<file path="src/rtl/tdpram_port_arbiter.sv">
// Round-robin arbiter sharing one RAM port between NUM_REQ clients, with tagged read return.
// Define TDPRAM_ARB_PERF_CNT_EN to add saturating grant/stall performance counters.
module tdpram_port_arbiter #(
    parameter int NUM_REQ    = 4,
    parameter int DATA_WIDTH = 8,
    parameter int ADDR_WIDTH = 10,
    parameter int RD_LAT     = 1
) (
    input  logic                           clk,
    input  logic                           rst,
    input  logic [NUM_REQ-1:0]             req_valid,
    output logic [NUM_REQ-1:0]             req_ready,
    input  logic [NUM_REQ-1:0]             req_we,
    input  logic [NUM_REQ*ADDR_WIDTH-1:0]  req_addr,
    input  logic [NUM_REQ*DATA_WIDTH-1:0]  req_wdata,
    output logic [NUM_REQ-1:0]             rsp_valid,
    output logic [DATA_WIDTH-1:0]          rsp_rdata,
    output logic                           ram_we,
    output logic [ADDR_WIDTH-1:0]          ram_addr,
    output logic [DATA_WIDTH-1:0]          ram_din,
    input  logic [DATA_WIDTH-1:0]          ram_dout
`ifdef TDPRAM_ARB_PERF_CNT_EN
    ,
    output logic [31:0]                    perf_grant_cnt,
    output logic [31:0]                    perf_stall_cnt
`endif
);

    localparam int REQ_W = $clog2(NUM_REQ);

    logic [REQ_W-1:0]      ptr_q, ptr_d;
    logic [REQ_W-1:0]      idx, gnt_id;
    logic                  hs;
    logic                  ram_we_q;
    logic [ADDR_WIDTH-1:0] ram_addr_q;
    logic [DATA_WIDTH-1:0] ram_din_q;
    logic [RD_LAT:0]       pv_q;
    logic [REQ_W-1:0]      pid_q [RD_LAT+1];

    // Search starts at the priority pointer; first valid requester wins.
    always_comb begin
        req_ready = '0;
        hs        = 1'b0;
        gnt_id    = '0;
        idx       = '0;
        for (int i = 0; i < NUM_REQ; i++) begin
            idx = REQ_W'((int'(ptr_q) + i) % NUM_REQ);
            if (!hs && req_valid[idx]) begin
                hs             = 1'b1;
                gnt_id         = idx;
                req_ready[idx] = 1'b1;
            end
        end
        ptr_d = ptr_q;
        if (hs) begin
            ptr_d = (gnt_id == REQ_W'(NUM_REQ - 1)) ? '0 : gnt_id + REQ_W'(1);
        end
    end

    always_ff @(posedge clk or posedge rst) begin
        if (rst) begin
            ptr_q      <= '0;
            ram_we_q   <= 1'b0;
            ram_addr_q <= '0;
            ram_din_q  <= '0;
            pv_q       <= '0;
            for (int k = 0; k <= RD_LAT; k++) begin
                pid_q[k] <= '0;
            end
        end else begin
            ptr_q    <= ptr_d;
            ram_we_q <= hs & req_we[gnt_id];
            if (hs) begin
                ram_addr_q <= req_addr[gnt_id*ADDR_WIDTH +: ADDR_WIDTH];
                ram_din_q  <= req_wdata[gnt_id*DATA_WIDTH +: DATA_WIDTH];
            end
            pv_q     <= {pv_q[RD_LAT-1:0], hs & ~req_we[gnt_id]};
            pid_q[0] <= gnt_id;
            for (int k = 1; k <= RD_LAT; k++) begin
                pid_q[k] <= pid_q[k-1];
            end
        end
    end

    // Last pipe stage lines up with the RAM's registered read data.
    always_comb begin
        rsp_valid = '0;
        if (pv_q[RD_LAT]) begin
            rsp_valid[pid_q[RD_LAT]] = 1'b1;
        end
    end

    assign rsp_rdata = ram_dout;
    assign ram_we    = ram_we_q;
    assign ram_addr  = ram_addr_q;
    assign ram_din   = ram_din_q;

`ifdef TDPRAM_ARB_PERF_CNT_EN
    logic [31:0] grant_cnt_q, stall_cnt_q;
    logic        multi;

    assign multi = |(req_valid & (req_valid - NUM_REQ'(1)));

    always_ff @(posedge clk or posedge rst) begin
        if (rst) begin
            grant_cnt_q <= '0;
            stall_cnt_q <= '0;
        end else begin
            if (hs && grant_cnt_q != '1) begin
                grant_cnt_q <= grant_cnt_q + 32'd1;
            end
            if (multi && stall_cnt_q != '1) begin
                stall_cnt_q <= stall_cnt_q + 32'd1;
            end
        end
    end

    assign perf_grant_cnt = grant_cnt_q;
    assign perf_stall_cnt = stall_cnt_q;
`endif

endmodule

</file>
<file path="config.mk">
export PLATFORM = sky130hd
export DESIGN_NAME = tdpram_port_arbiter
export DESIGN_NICKNAME = d
export VERILOG_FILES = /design/src/rtl/tdpram_port_arbiter.sv
export SDC_FILE = /design/constraint.sdc
export NUM_CORES = 1
export LEC_CHECK = 0
export ABC_AREA = 1
export ABC_CLOCK_PERIOD_IN_PS = 2300
export CAP_MARGIN = 20
export CORE_MARGIN = 2
export CORE_UTILIZATION = 38
export CTS_CLUSTER_DIAMETER = 30
export DETAILED_ROUTE_END_ITERATION = 12
export PLACE_DENSITY_LB_ADDON = 0.25
export SYNTH_ARGS = -nofsm -noshare
export SYNTH_HDL_FRONTEND = slang
export SYNTH_SLANG_ARGS = --single-unit
</file>
<file path="constraint.sdc">
create_clock -name clk -period 2.3 [get_ports clk]
set_clock_uncertainty 0.05 [all_clocks]
set_input_delay 0.23 -clock clk [delete_from_list [all_inputs] [get_ports clk]]
set_output_delay 0.23 -clock clk [all_outputs]
set_load 0.01 [all_outputs]
</file>
==> flow_metrics.py, run 1 <==
metrics = {
    "grt": {
        "grt_pass1_vias": 2678,
        "first_pass_grt_wire_length_um": 11900,
        "grt_util_all_layers_pct": 18.8,
        "grt_antenna_before_repair": 0,
        "total_overflow_reported_by_the_global_router": 0,
        "pin_count_of_the_biggest_net_entering_global_routing": 42,
    },
    "synth": {
        "synthTopCellsByArea": "sky130_fd_sc_hd__dfrtp_1 (25%), sky130_fd_sc_hd__nand2_1 (19%), sky130_fd_sc_hd__inv_1 (12%)",
        "gate_count_of_the_mapped_netlist": 416,
        "synth_seq_cells": 27,
        "synth_largest_type_area_fraction_pct": 25.0,
        "synth_seq_area_share_pct": 25.0,
        "synthesized_area_per_cell_sq_um": 6.49,
        "synthDominantAreaCellType": "sky130_fd_sc_hd__dfrtp_1",
        "yosys_warnings": 0,
        "synth.net_count": 511,
        "synth.lib_cells_used.distinct": 30,
        "syn-cell-area_sq_um": 2700,
    },
    "timing": {
        "relSlewSlack_pct": 77.4,
        "timing.final.max_slew_violations": 0,
        "layout_min_cycle_time_ns": 2.18,
        "worst_slew_pin_slew_ns": 0.338,
        "hold_violations_final": 0,
        "layout_setup_ws_ns": 0.117,
        "max_freq_mhz": 458,
        "rsz_0062_raised_after_global_routing": "false",
        "final.period_utilization_pct": 94.9,
        "setup_violations": 0,
    },
    "worst_setup_path": {
        "cpMaxStageDelayCell": "sky130_fd_sc_hd__dfrtp_2",
        "critPathMaxStageDelay_ns": 0.46,
        "critPathArrivalTime_ns": 1.90,
        "cp_data_required_time_ns": 2.02,
        "crit_path_end_kind": "primary output",
        "critical-path-top-cell-by-count": "sky130_fd_sc_hd__o21ai_0",
        "critPathLaunchType": "flip-flop",
        "path_class": "reg2out",
        "crit_buf_inv": 3,
        "crit_chain": "inv_8, ha_4, inv_2, nand3_1, nand2_2, nor2_2, nand2_1, o21ai_0, a31oi_1, o21ai_0, clkdlybuf4s15_1",
        "critical_path.max_fanout": 4,
        "critical_path.top_delay_family": "flip-flops",
    },
    "power": {
        "vdd.ir_drop.worst_mv": 0.940,
        "power_per_cell_area_nw_per_um2": 1820,
        "total_power_mw": 7.33,
        "leakage_nw": 2.14,
    },
    "routing": {
        "first_pass_iters": 4,
        "detail_route.wl_per_cell_um": 12.0,
        "viasPerCell": 4.75,
        "antenna_violation_net_count_after_detailed_routing": 0,
        "total_vias_in_the_final_route": 2942,
        "post-route-drc-count": 0,
        "drt_iter0_markers": 127,
        "totalWireLength_um": 7470,
    },
    "floorplan": {
        "starting_density_pct": 39.5,
        "chipHeight_um": 88.3,
        "die-area_sq_um": 7800,
        "core-area_sq_um": 6830,
        "design.portCount": 125,
        "fp.dieW_um": 88.3,
        "num_rows": 30,
    },
    "finish": {
        "antenna_cells": 0,
        "synthesis_to_finish_area_growth_pct": 48.9,
        "final_common_cell": "sky130_fd_sc_hd__nand2_1",
        "final_layout_size_suffix_gt1_share_pct": 15.6,
        "multi_input_comb_area_sq_um": 1460,
        "sequential_area_sq_um": 677,
        "finish.net_count": 620,
        "final-instance-count-excl-fill": 620,
        "postLayoutCoreUtil_pct": 58.9,
        "design_area_sq_um": 4020,
        "layout.cells.most_common_list": "sky130_fd_sc_hd__nand2_1 (131), sky130_fd_sc_hd__clkdlybuf4s50_1 (104), sky130_fd_sc_hd__inv_1 (86)",
        "final.fill_count": 675,
    },
    "placed_design": {
        "place.gp.congestion": 0.861,
        "placedCellCount": 611,
        "post_dp_cell_area_sq_um": 3870,
        "detailed_place_hpwl_um": 5470,
        "minimum_setup_slack_after_placement_ns": -0.0712,
        "io_buffers": 108,
    },
    "clocking": {
        "clk-insertion-delay-late_ns": 0.27,
        "worst_setup_hold_path_clk_slew_ns": 0.10,
        "h_tree_depth": 1,
        "clockBufferDepth": 2,
        "ctsHoldBuffers": 0,
        "clock-root-buffer": "sky130_fd_sc_hd__clkbuf_8",
        "cts_tree": "built",
        "cts_num_sinks": 27,
        "cts_inserted_buffers": 3,
    },
    "job": {
        "max_cap_viol_count": 0,
    },
    "status": {
        "outcome": "finished, final reports clean",
    },
    "worst_hold_path": {
        "timing.hold.worst.class": "in2async",
    },
}
where the power goes:
part | leakage (nW) | switching (mW) | internal, mW | total (mW)
registers | 0.318 | 0.145 | 0.791 | 0.937
clock network | 0.0217 | 0.149 | 0.123 | 0.272
logic | 1.80 | 3.50 | 2.62 | 6.13
state kept, by name, indices dropped and copies added, names as in the netlist:
| name | count |
|---|---|
| pid_q | 4 |
| ram_we | 1 |
| ram_addr | 10 |
| ram_din | 8 |
| ptr_q | 2 |
| pv_q | 2 |
repair_timing:
item	4_1_cts	5_1_grt
cloned	0	2
hold endpoints to repair	0	0
pin swaps	1	2
resized for setup	9	17
buffers inserted	1	2
setup endpoints to repair	5	23
layout make-up:
type                       count  share of cell area (%)
timing repair buffer         135                    33.7
sequential                    27                    16.8
inverter                      93                    9.02
clock inverter                 1                   0.187
multi-input combinational    265                    36.2
tap                           96                    2.99
clock buffer                   3                    1.03
logic make-up (layout without fill, tap and decap cells):
family / after synthesis / count (layout) / synth area share, %
AOI/OAI and AO/OA: 12 / 12 / 3.10
adders and majority gates: 5 / 5 / 2.32
buffers and inverters: 124 / 232 / 22.1
DFF: 27 / 27 / 25.0
and+or+nand+nor: 248 / 248 / 47.4
final timing paths:
path                            depth (start not counted)  slack (ns)      from           end
max in group asynchronous                               3        1.66       rst      ptr_q[0]
worst max register to register                         16        0.13  ptr_q[0]   ram_addr[3]
worst min-delay path                                    3        0.26       rst      pid_q[0]
worst max-delay path                                   11        0.12  ptr_q[0]  req_ready[1]
worst min register to register                          0        0.31   pv_q[0]       pv_q[1]
min in group clk                                        0        0.31   pv_q[0]       pv_q[1]
synthesized netlist by cell type (all sizes together):
cell / number
nand4: 37
inv: 92
a31oi: 1
nor3: 4
buf: 31
nand3: 55
a21boi: 1
o21ai: 4
clkinv: 1
ha: 5
a22oi: 2
nor2: 3
o2111ai: 1
nand2: 149
a21oi: 2
dfrtp: 27
o221ai: 1
worst reg2reg max path, cell delays in order, from the launching register on:
cell	delay, ns
sky130_fd_sc_hd__dfrtp_2	0.43
sky130_fd_sc_hd__inv_8	0.04
sky130_fd_sc_hd__ha_4	0.27
sky130_fd_sc_hd__inv_2	0.04
sky130_fd_sc_hd__buf_4	0.12
sky130_fd_sc_hd__nand3_1	0.11
sky130_fd_sc_hd__nand2_2	0.10
sky130_fd_sc_hd__nand3_4	0.11
sky130_fd_sc_hd__clkinv_2	0.08
sky130_fd_sc_hd__buf_4	0.13
sky130_fd_sc_hd__nand2_2	0.06
sky130_fd_sc_hd__nand2_4	0.08
sky130_fd_sc_hd__buf_6	0.16
sky130_fd_sc_hd__nand3_1	0.12
sky130_fd_sc_hd__nand2_1	0.07
sky130_fd_sc_hd__nand2_1	0.05
sky130_fd_sc_hd__nand2_1	0.05
stage by stage:
| step | setup TNS [ns] | hold WS, ns |
|---|---|---|
| floorplan | 0 | 0.233 |
| global placement | -0.0398 | 0.283 |
| detailed placement | -0.189 | 0.286 |
| CTS | 0 | 0.280 |
| global route | 0 | 0.299 |
| finish | 0 | 0.259 |
layer usage:
layer  GRT usage, %  up-vias  share of wire [%]
met5              0        -                  0
met2           33.7      113                 51
met4           6.34        0                1.8
li1               -     1501                  -
met3           2.43       13                5.9
met1           23.1     1315                 41
Power figures use the tool's default switching activity.
==> inputs of run 2 (changes only) <==
- CTS_CLUSTER_DIAMETER: 30 -> not set
==> results of run 2 <==
Same layout as run 1: the final DEF is identical, and so are final timing and power.
